**src/rtl/cdc_src_flush_buffer.sv**
```systemverilog
// Source-side front end for the clearable two-phase CDC: a small FIFO feeding the
// CDC source port, with clear sequencing and a saturating count of discarded items.
//
// state     | meaning
// RUN       | normal streaming; local flush requests are accepted or deferred here
// ISSUE     | one cycle: cdc_clear_o high, FIFO emptied, drop count updated
// WAIT_RISE | clear issued, waiting for the CDC to report it pending
// WAIT_FALL | waiting for the CDC to finish the clear
module cdc_src_flush_buffer #(
   parameter type         T               = logic,
   parameter int unsigned DEPTH           = 4,
   parameter int unsigned CNT_W           = 16,
   parameter logic        FLUSH_ON_REMOTE = 1'b1
) (
   input  logic                       src_clk_i,
   input  logic                       rst_ni,
   input  logic                       flush_i,
   output logic                       flush_busy_o,
   input  T                           in_data_i,
   input  logic                       in_valid_i,
   output logic                       in_ready_o,
   output T                           cdc_data_o,
   output logic                       cdc_valid_o,
   input  logic                       cdc_ready_i,
   output logic                       cdc_clear_o,
   input  logic                       cdc_clear_pending_i,
   output logic [$clog2(DEPTH+1)-1:0] fill_o,
   output logic [CNT_W-1:0]           dropped_cnt_o
);

   localparam int AW = $clog2(DEPTH);
   localparam int FW = $clog2(DEPTH + 1);
   localparam int SW = CNT_W + FW;

   localparam logic [1:0] ST_RUN       = 2'd0;
   localparam logic [1:0] ST_ISSUE     = 2'd1;
   localparam logic [1:0] ST_WAIT_RISE = 2'd2;
   localparam logic [1:0] ST_WAIT_FALL = 2'd3;

   T                r_mem [DEPTH];
   logic [AW-1:0]   r_wr_ptr;
   logic [AW-1:0]   r_rd_ptr;
   logic [FW-1:0]   r_fill;
   logic [1:0]      r_state;
   logic            r_flush_pend;
   logic            r_pend_q;
   logic [CNT_W-1:0] r_dropped;

   logic            w_full;
   logic            w_empty;
   logic            w_gate;
   logic            w_push;
   logic            w_pop;
   logic            w_remote_rise;
   logic            w_drop_all;
   logic [SW-1:0]   w_sum;
   logic [CNT_W-1:0] w_dropped_nxt;

   assign w_full        = (r_fill == FW'(DEPTH));
   assign w_empty       = (r_fill == '0);
   assign w_gate        = (r_state != ST_RUN) || cdc_clear_pending_i;
   assign w_push        = in_valid_i && in_ready_o;
   assign w_pop         = cdc_valid_o && cdc_ready_i;
   // Only a pending edge seen while idle is a remote clear; our own clears arrive in WAIT_RISE.
   assign w_remote_rise = cdc_clear_pending_i && !r_pend_q && (r_state == ST_RUN);
   assign w_drop_all    = (r_state == ST_ISSUE) || (FLUSH_ON_REMOTE && w_remote_rise);

   assign w_sum         = SW'(r_dropped) + SW'(r_fill);
   assign w_dropped_nxt = (w_sum > SW'({CNT_W{1'b1}})) ? {CNT_W{1'b1}} : w_sum[CNT_W-1:0];

   assign in_ready_o    = !w_full && !w_gate;
   assign cdc_valid_o   = !w_empty && !w_gate;
   assign cdc_data_o    = r_mem[r_rd_ptr];
   assign cdc_clear_o   = (r_state == ST_ISSUE);
   assign flush_busy_o  = (r_state != ST_RUN) || r_flush_pend;
   assign fill_o        = r_fill;
   assign dropped_cnt_o = r_dropped;

   always_ff @(posedge src_clk_i) begin
      if (w_push) r_mem[r_wr_ptr] <= in_data_i;
   end

   // Push and pop are both gated off whenever a drop-all fires, so emptying never races a push.
   always_ff @(posedge src_clk_i or negedge rst_ni) begin
      if (!rst_ni) begin
         r_wr_ptr <= '0;
         r_rd_ptr <= '0;
         r_fill   <= '0;
      end else if (w_drop_all) begin
         r_rd_ptr <= r_wr_ptr;
         r_fill   <= '0;
      end else begin
         if (w_push) r_wr_ptr <= r_wr_ptr + AW'(1);
         if (w_pop)  r_rd_ptr <= r_rd_ptr + AW'(1);
         case ({w_push, w_pop})
            2'b10:   r_fill <= r_fill + FW'(1);
            2'b01:   r_fill <= r_fill - FW'(1);
            default: r_fill <= r_fill;
         endcase
      end
   end

   always_ff @(posedge src_clk_i or negedge rst_ni) begin
      if (!rst_ni) begin
         r_state      <= ST_RUN;
         r_flush_pend <= 1'b0;
         r_pend_q     <= 1'b0;
         r_dropped    <= '0;
      end else begin
         r_pend_q <= cdc_clear_pending_i;
         if (w_drop_all) r_dropped <= w_dropped_nxt;
         case (r_state)
            ST_RUN: begin
               if ((flush_i || r_flush_pend) && !cdc_clear_pending_i) begin
                  r_state      <= ST_ISSUE;
                  r_flush_pend <= 1'b0;
               end else if (flush_i) begin
                  r_flush_pend <= 1'b1;
               end
            end
            ST_ISSUE:     r_state <= ST_WAIT_RISE;
            ST_WAIT_RISE: if (cdc_clear_pending_i)  r_state <= ST_WAIT_FALL;
            ST_WAIT_FALL: if (!cdc_clear_pending_i) r_state <= ST_RUN;
            default:      r_state <= ST_RUN;
         endcase
      end
   end

endmodule
```
**config.mk**
```make
export PLATFORM = sky130hd
export DESIGN_NAME = cdc_src_flush_buffer
export DESIGN_NICKNAME = d
export VERILOG_FILES = /design/src/rtl/cdc_src_flush_buffer.sv
export SDC_FILE = /design/constraint.sdc
export NUM_CORES = 1
export LEC_CHECK = 0
export CAP_MARGIN = 25
export CORE_ASPECT_RATIO = 0.5
export CORE_MARGIN = 4
export CORE_UTILIZATION = 52
export DETAILED_ROUTE_END_ITERATION = 10
export PLACE_DENSITY = 0.84
export SYNTH_ARGS = -nofsm -noshare
export SYNTH_HDL_FRONTEND = slang
export SYNTH_SLANG_ARGS = --single-unit
export TNS_END_PERCENT = 10
```
**constraint.sdc**
```tcl
create_clock -name src_clk_i -period 2.9 [get_ports src_clk_i]
set_input_delay 0.58 -clock src_clk_i [delete_from_list [all_inputs] [get_ports src_clk_i]]
set_output_delay 0.58 -clock src_clk_i [all_outputs]
set_load 0.02 [all_outputs]
```
==> run_results.csv, run 1 <==
group,metric,value,unit
status,status,"finished clean",
power_and_ir_drop,p_per_area,891,nW/µm²
routing,via_per_inst,5.78,
synth,synth_compound_area_share,14.4,%
placement,portBuffers,30,
hold_path,hold_end,"r_flush_pend",
critical_path,slowest_delay,0.61,ns
floorplan,dieArea,4510,µm²
synth,synthCells,172,
routing,wirelength,3.88,mm
cts,cts_setup_buffers,0,
routing,wire_per_inst,15.3,µm
placement,gp_congestion,0.819,
routing,drt_iter0_drc,75,
layout,fillers,234,
critical_path,crit_slowest_cell,"clkdlybuf4s50_1",
cts,cts_buffers,5,
critical_path,critical-path-top-delay-family,"buffers and inverters",
job,maxCapViolCount,0,
critical_path,arrival,2.08,ns
grt,overflow,0,
cts,ctsResizeCount,0,
timing,tightest_slew,0.604,ns
layout,nets,233,
layout,final_common_cell,"clkdlybuf4s50_1",
synth,ys_ff_latch,31,
synth,ys.flop_type,"dfrtp_1",
timing,setup_violations,0,
layout,stdcell_area,2260,µm²
floorplan,rows,14,
cts,clk_latency,0.29,ns
cts,cts_num_sinks,31,
critical_path,critical_path_class,"in -> out",
placement,dp_hpwl,2.85,mm
synth,synth_cell_types,47,
synth,ys_seq_area_share,44.3,%
cts,clk_pin_slew,0.07,ns
placement,dp.cells,245,
grt,grt_max_degree,28,
critical_path,path_cells,"clkdlybuf4s50_1 -> nand2b_1 -> nor2_1 -> clkdlybuf4s50_1",
critical_path,crit_top_cell,"clkdlybuf4s50_1",
timing,slew_headroom,59.4,%
cts,root_buffer,"clkbuf_8",
critical_path,rr_startpoint,"fill_o[0]",
layout,multiInputGateArea,958,µm²
hold_path,hold_depth,2,
timing,max_freq,376,MHz
synth,syn-cell-area,1800,µm²
routing,first_pass_iters,4,
synth,synth-edff-count,4,
critical_path,reg2reg_to,"dropped_cnt_o[14]",
critical_path,crit_path_max_fanout,7,
timing,fin_skew,0.00681,ns
critical_path,cp_data_required_time,2.32,ns
hold_path,min-delay-start,"r_flush_pend",
synth,syn_nets,193,
cts,cts_buffer_depth,2,
floorplan,top_level_ports,31,
floorplan,die_h,49.6,µm
power_and_ir_drop,p_leak,0.943,nW
floorplan,die_w,91.1,µm
critical_path,r2r_setup_slack,0.34,ns
layout,seq_area,796,µm²
grt,antenna_found_initial,0,
timing,worst_slack,0.239,ns
timing,rsz0062_at_grt,"false",
grt,grt_pass1_wl,6.87,mm
layout,synthToLayoutAreaGrowth,25.9,%
layout,drive_gt1_share,10.3,%
synth,synth_warnings,0,
cts,cts_tree,"yes",
critical_path,r2r.worst_path.cells,7,
critical_path,end_kind,"primary output",
timing,fin_crit,2.66,ns
routing,ant_nets,0,
synth,synthSimpleGateAreaFrac,21.7,%
timing,finalMaxSlewViolations,0,
layout,num_antenna_cells,0,
synth,synth_mux_area_share,4.18,%
grt,grt_use_total,18.8,%
routing,drc_errors,0,
synth,synth_top_family_by_area,"simple AND/OR/NAND/NOR gates",
timing,hold_violations,0,
synth,async_reset_ff_share,87.1,%
placement,pre_cts_ws,0.244,ns
synth,synth_xor_area_share,2.44,%
layout,final_cell_mix,"30 x clkdlybuf4s50_1, 27 x dfrtp_1, 12 x ha_1",
layout,post-route-util,71.7,%
cts,holdBufCountCts,0,
power_and_ir_drop,ir_drop,0.000364,V
grt,grt_pass1_vias,1561,
synth,yosys.area_share.adder,10.6,%
floorplan,coreArea,3150,µm²
placement,dpl_cell_area,2170,µm²
layout,fin_cells,253,
hold_path,hold_path.class,"reg -> reg",
cts,cts.htree.levels,2,
timing,period_share,91.8,%
floorplan,start_util,56.9,%
timing,finalSetupTns,0,ns
critical_path,path_buf_inv,2,
critical_path,critPathLaunchType,"input pin",
synth,synth.avg_cell_area,10.4,µm²
routing,via_count,1463,
critical_path,worstSetupStartpoint,"cdc_clear_pending_i",
==> metal layers <==
layer	track usage [%]	wire length (µm)
met3	4.41	166
met2	33.3	1830
met4	7.25	48
met5	0	0
met1	22.5	1840
==> flip-flops by register name (all words and copies together) (netlist names) <==
name,count
r_rd_ptr,2
r_mem,4
r_state,2
fill_o,3
r_pend_q,1
r_wr_ptr,2
dropped_cnt_o,16
r_flush_pend,1
==> power breakdown <==
group / switching [mW] / internal (mW)
registers: 0.138 / 0.560
clock network: 0.170 / 0.191
logic: 0.518 / 0.436
total: 0.826 / 1.19
==> area by class of cell <==
type / count / area share [%]
multi-input combinational: 130 / 42.4
sequential: 31 / 35.2
clock inverter: 1 / 0.221
inverter: 11 / 1.83
timing repair buffer: 33 / 14.3
tap: 40 / 2.21
clock buffer: 7 / 3.82
==> cells in the mapped netlist (2+ instances only) <==
| master | n | area [µm²] |
|---|---|---|
| dfrtp_1 | 27 | 676 |
| ha_1 | 12 | 150 |
| inv_1 | 11 | 41.3 |
| nand3_1 | 11 | 55.1 |
| nor2_1 | 11 | 41.3 |
| nand2_1 | 10 | 37.5 |
| a21oi_1 | 7 | 35.0 |
| o21ai_0 | 7 | 35.0 |
| nor3_1 | 6 | 30.0 |
| and2_1 | 5 | 31.3 |
| nand4_1 | 5 | 31.3 |
| edfxtp_1 | 4 | 120 |
| nand2b_1 | 4 | 25.0 |
| xnor2_1 | 4 | 35.0 |
| a31oi_1 | 3 | 18.8 |
| mux2i_1 | 3 | 30.0 |
| nor2b_1 | 3 | 18.8 |
| and3_1 | 2 | 12.5 |
| and4_1 | 2 | 17.5 |
| fa_1 | 2 | 40.0 |
| o21a_1 | 2 | 15.0 |
| o22a_1 | 2 | 17.5 |
| o31ai_1 | 2 | 15.0 |
| o41ai_1 | 2 | 17.5 |
| or3_1 | 2 | 12.5 |
| or3_2 | 2 | 15.0 |
==> cell families (layout without fill, tap and decap cells) <==
| group | count (synthesis) | count (layout) |
|---|---|---|
| AO/OA/AOI/OAI | 34 | 34 |
| XOR/XNOR | 5 | 5 |
| adder cells (fa/ha/maj) | 14 | 14 |
| buffers and inverters | 11 | 52 |
| flip-flops | 31 | 31 |
| multiplexers | 6 | 6 |
| AND/OR/NAND/NOR | 71 | 71 |
==> worst min-delay path: cells and delay by family (launching register included) <==
family           cells  cell delay [ns]
AND/OR/NAND/NOR      1             0.07
flip-flops           1             0.35
AO/OA/AOI/OAI        1             0.04
==> metrics by stage <==
stage	power [mW]	hold WS, ns
floorplan	1.31	0.284
CTS	2.02	0.502
finish	2.01	0.501
detailed placement	1.66	0.486
global placement	1.62	0.476
global route	2.16	0.554
==> how the worst max path moves through the flow <==
stage               slack, ns  depth (start not counted)           endpoint
finish                   0.24                          4        cdc_valid_o
global route             0.11                          7  dropped_cnt_o[15]
CTS                      0.24                          4        cdc_valid_o
detailed placement       0.24                          4        cdc_valid_o
global placement         0.26                          4        cdc_valid_o
floorplan                0.52                          7  dropped_cnt_o[14]
No activity file was read; power rests on OpenSTA's default activity.
==> inputs of run 2 (changes only) <==
Settings changed: CORE_MARGIN 4 to 3, PLACE_DENSITY 0.84 to 0.79.
==> run 2 against run 1 <==
Sequential cell count unchanged. Via count is 4.0% lower. Clock power shrank 11%. Highest routed layer unchanged.
==> run_results.csv, run 2 (synthesis results as in run 1) <==
group,metric,value,unit
status,status,"finished clean",
critical_path,slowest_delay,0.61,ns
layout,drive_gt1_share,9.43,%
timing,rsz0062_at_grt,"false",
critical_path,crit_slowest_cell,"clkdlybuf4s50_1",
placement,portBuffers,30,
layout,synthToLayoutAreaGrowth,24.9,%
timing,max_freq,376,MHz
cts,ctsResizeCount,0,
routing,first_pass_iters,4,
routing,drc_errors,0,
critical_path,path_buf_inv,2,
power_and_ir_drop,p_leak,0.931,nW
timing,finalSetupTns,0,ns
floorplan,die_h,47.6,µm
floorplan,start_util,56.9,%
cts,cts_num_sinks,31,
routing,via_count,1404,
layout,nets,232,
critical_path,r2r_setup_slack,0.35,ns
routing,ant_nets,0,
layout,num_antenna_cells,0,
grt,grt_pass1_vias,1329,
cts,cts_setup_buffers,0,
power_and_ir_drop,p_per_area,877,nW/µm²
floorplan,dieArea,4240,µm²
floorplan,coreArea,3150,µm²
hold_path,hold_end,"r_flush_pend",
routing,drt_iter0_drc,30,
placement,gp_congestion,0.783,
cts,clk_latency,0.28,ns
timing,period_share,91.6,%
timing,tightest_slew,0.626,ns
cts,cts.htree.levels,2,
hold_path,min-delay-start,"r_flush_pend",
placement,dp_hpwl,2.74,mm
critical_path,crit_top_cell,"clkdlybuf4s50_1",
cts,clk_pin_slew,0.06,ns
placement,dp.cells,244,
grt,grt_pass1_wl,6.40,mm
timing,fin_skew,0.00302,ns
critical_path,arrival,2.08,ns
critical_path,r2r.worst_path.cells,7,
critical_path,cp_data_required_time,2.32,ns
grt,antenna_found_initial,0,
grt,grt_use_total,20.1,%
grt,grt_max_degree,28,
critical_path,end_kind,"primary output",
floorplan,top_level_ports,31,
critical_path,crit_path_max_fanout,7,
job,maxCapViolCount,0,
timing,slew_headroom,58.0,%
timing,finalMaxSlewViolations,0,
timing,setup_violations,0,
routing,wire_per_inst,14.7,µm
critical_path,critical_path_class,"in -> out",
timing,hold_violations,0,
cts,cts_buffers,5,
cts,cts_buffer_depth,2,
hold_path,hold_depth,2,
critical_path,critical-path-top-delay-family,"buffers and inverters",
routing,via_per_inst,5.57,
layout,final_cell_mix,"30 x clkdlybuf4s50_1, 27 x dfrtp_1, 12 x ha_1",
critical_path,critical_path_cell_count,4,
floorplan,rows,14,
critical_path,critPathLaunchType,"input pin",
floorplan,die_w,89.1,µm
critical_path,rr_startpoint,"fill_o[0]",
critical_path,path_cells,"clkdlybuf4s50_1 -> nand2b_1 -> nor2_1 -> clkdlybuf4s50_1",
cts,cts_tree,"yes",
hold_path,hold_path.class,"reg -> reg",
cts,root_buffer,"clkbuf_8",
critical_path,reg2reg_to,"dropped_cnt_o[14]",
power_and_ir_drop,ir_drop,0.000470,V
grt,overflow,0,
power_and_ir_drop,power,1.97,mW
routing,wirelength,3.72,mm
timing,fin_crit,2.66,ns
layout,final_common_cell,"clkdlybuf4s50_1",
cts,holdBufCountCts,0,
layout,largest_register_ffs,16,
layout,fin_cells,252,
[run 2: cell types whose count changed in the layout (fill, tap and decap cells not counted), sizes merged]
cell and change:
buf -1
[run 2: layer usage]
layer / share of wire (%) / up-vias / GRT usage [%]
met2: 46 / 18 / 34.0
met4: 0.62 / 0 / 4.45
met1: 50 / 676 / 26.5
li1: - / 708 / -
met5: 0 / - / 0
met3: 3.6 / 2 / 5.33
[run 2: worst max-delay path by stage]
stage | slack [ns] | startpoint | to
after floorplan | 0.52 | fill_o[0] | dropped_cnt_o[14]
after global placement | 0.26 | cdc_clear_pending_i | cdc_valid_o
after detailed placement | 0.23 | cdc_clear_pending_i | cdc_valid_o
after CTS | 0.23 | cdc_clear_pending_i | cdc_valid_o
after global routing | 0.15 | cdc_clear_pending_i | cdc_valid_o
final | 0.24 | cdc_clear_pending_i | cdc_valid_o
[run 2: worst min-delay path, delay by kind of cell (launching register included)]
kind	cells	cell delay, ns
AOI/OAI and AO/OA	1	0.04
DFF	1	0.35
and+or+nand+nor	1	0.07
[run 2: cell type report]
class	instances	area [µm²]
flip-flops and latches	31	796
repair buffers	32	315
inverters	11	41.3
fillers	244	911
multi-input cells	130	958
clock buffers	7	76.3
well taps	40	50.0
clock inverters	1	5.00
[run 2: report_power, final]
part           switching [mW]  internal, mW  leakage [nW]
logic                   0.510         0.434         0.525
clock network           0.155         0.168        0.0422
registers               0.138         0.560         0.364
[run 2: metrics by stage]
stage               worst slack, ns  hold slack, ns  cell area, µm²  util, %
floorplan                     0.523           0.284            1800        -
global placement              0.256           0.481            2160     68.5
detailed placement            0.229           0.485            2160     68.5
CTS                           0.234           0.507            2240     71.1
global route                  0.150           0.551            2240     71.1
finish                        0.243           0.501            2240     71.1
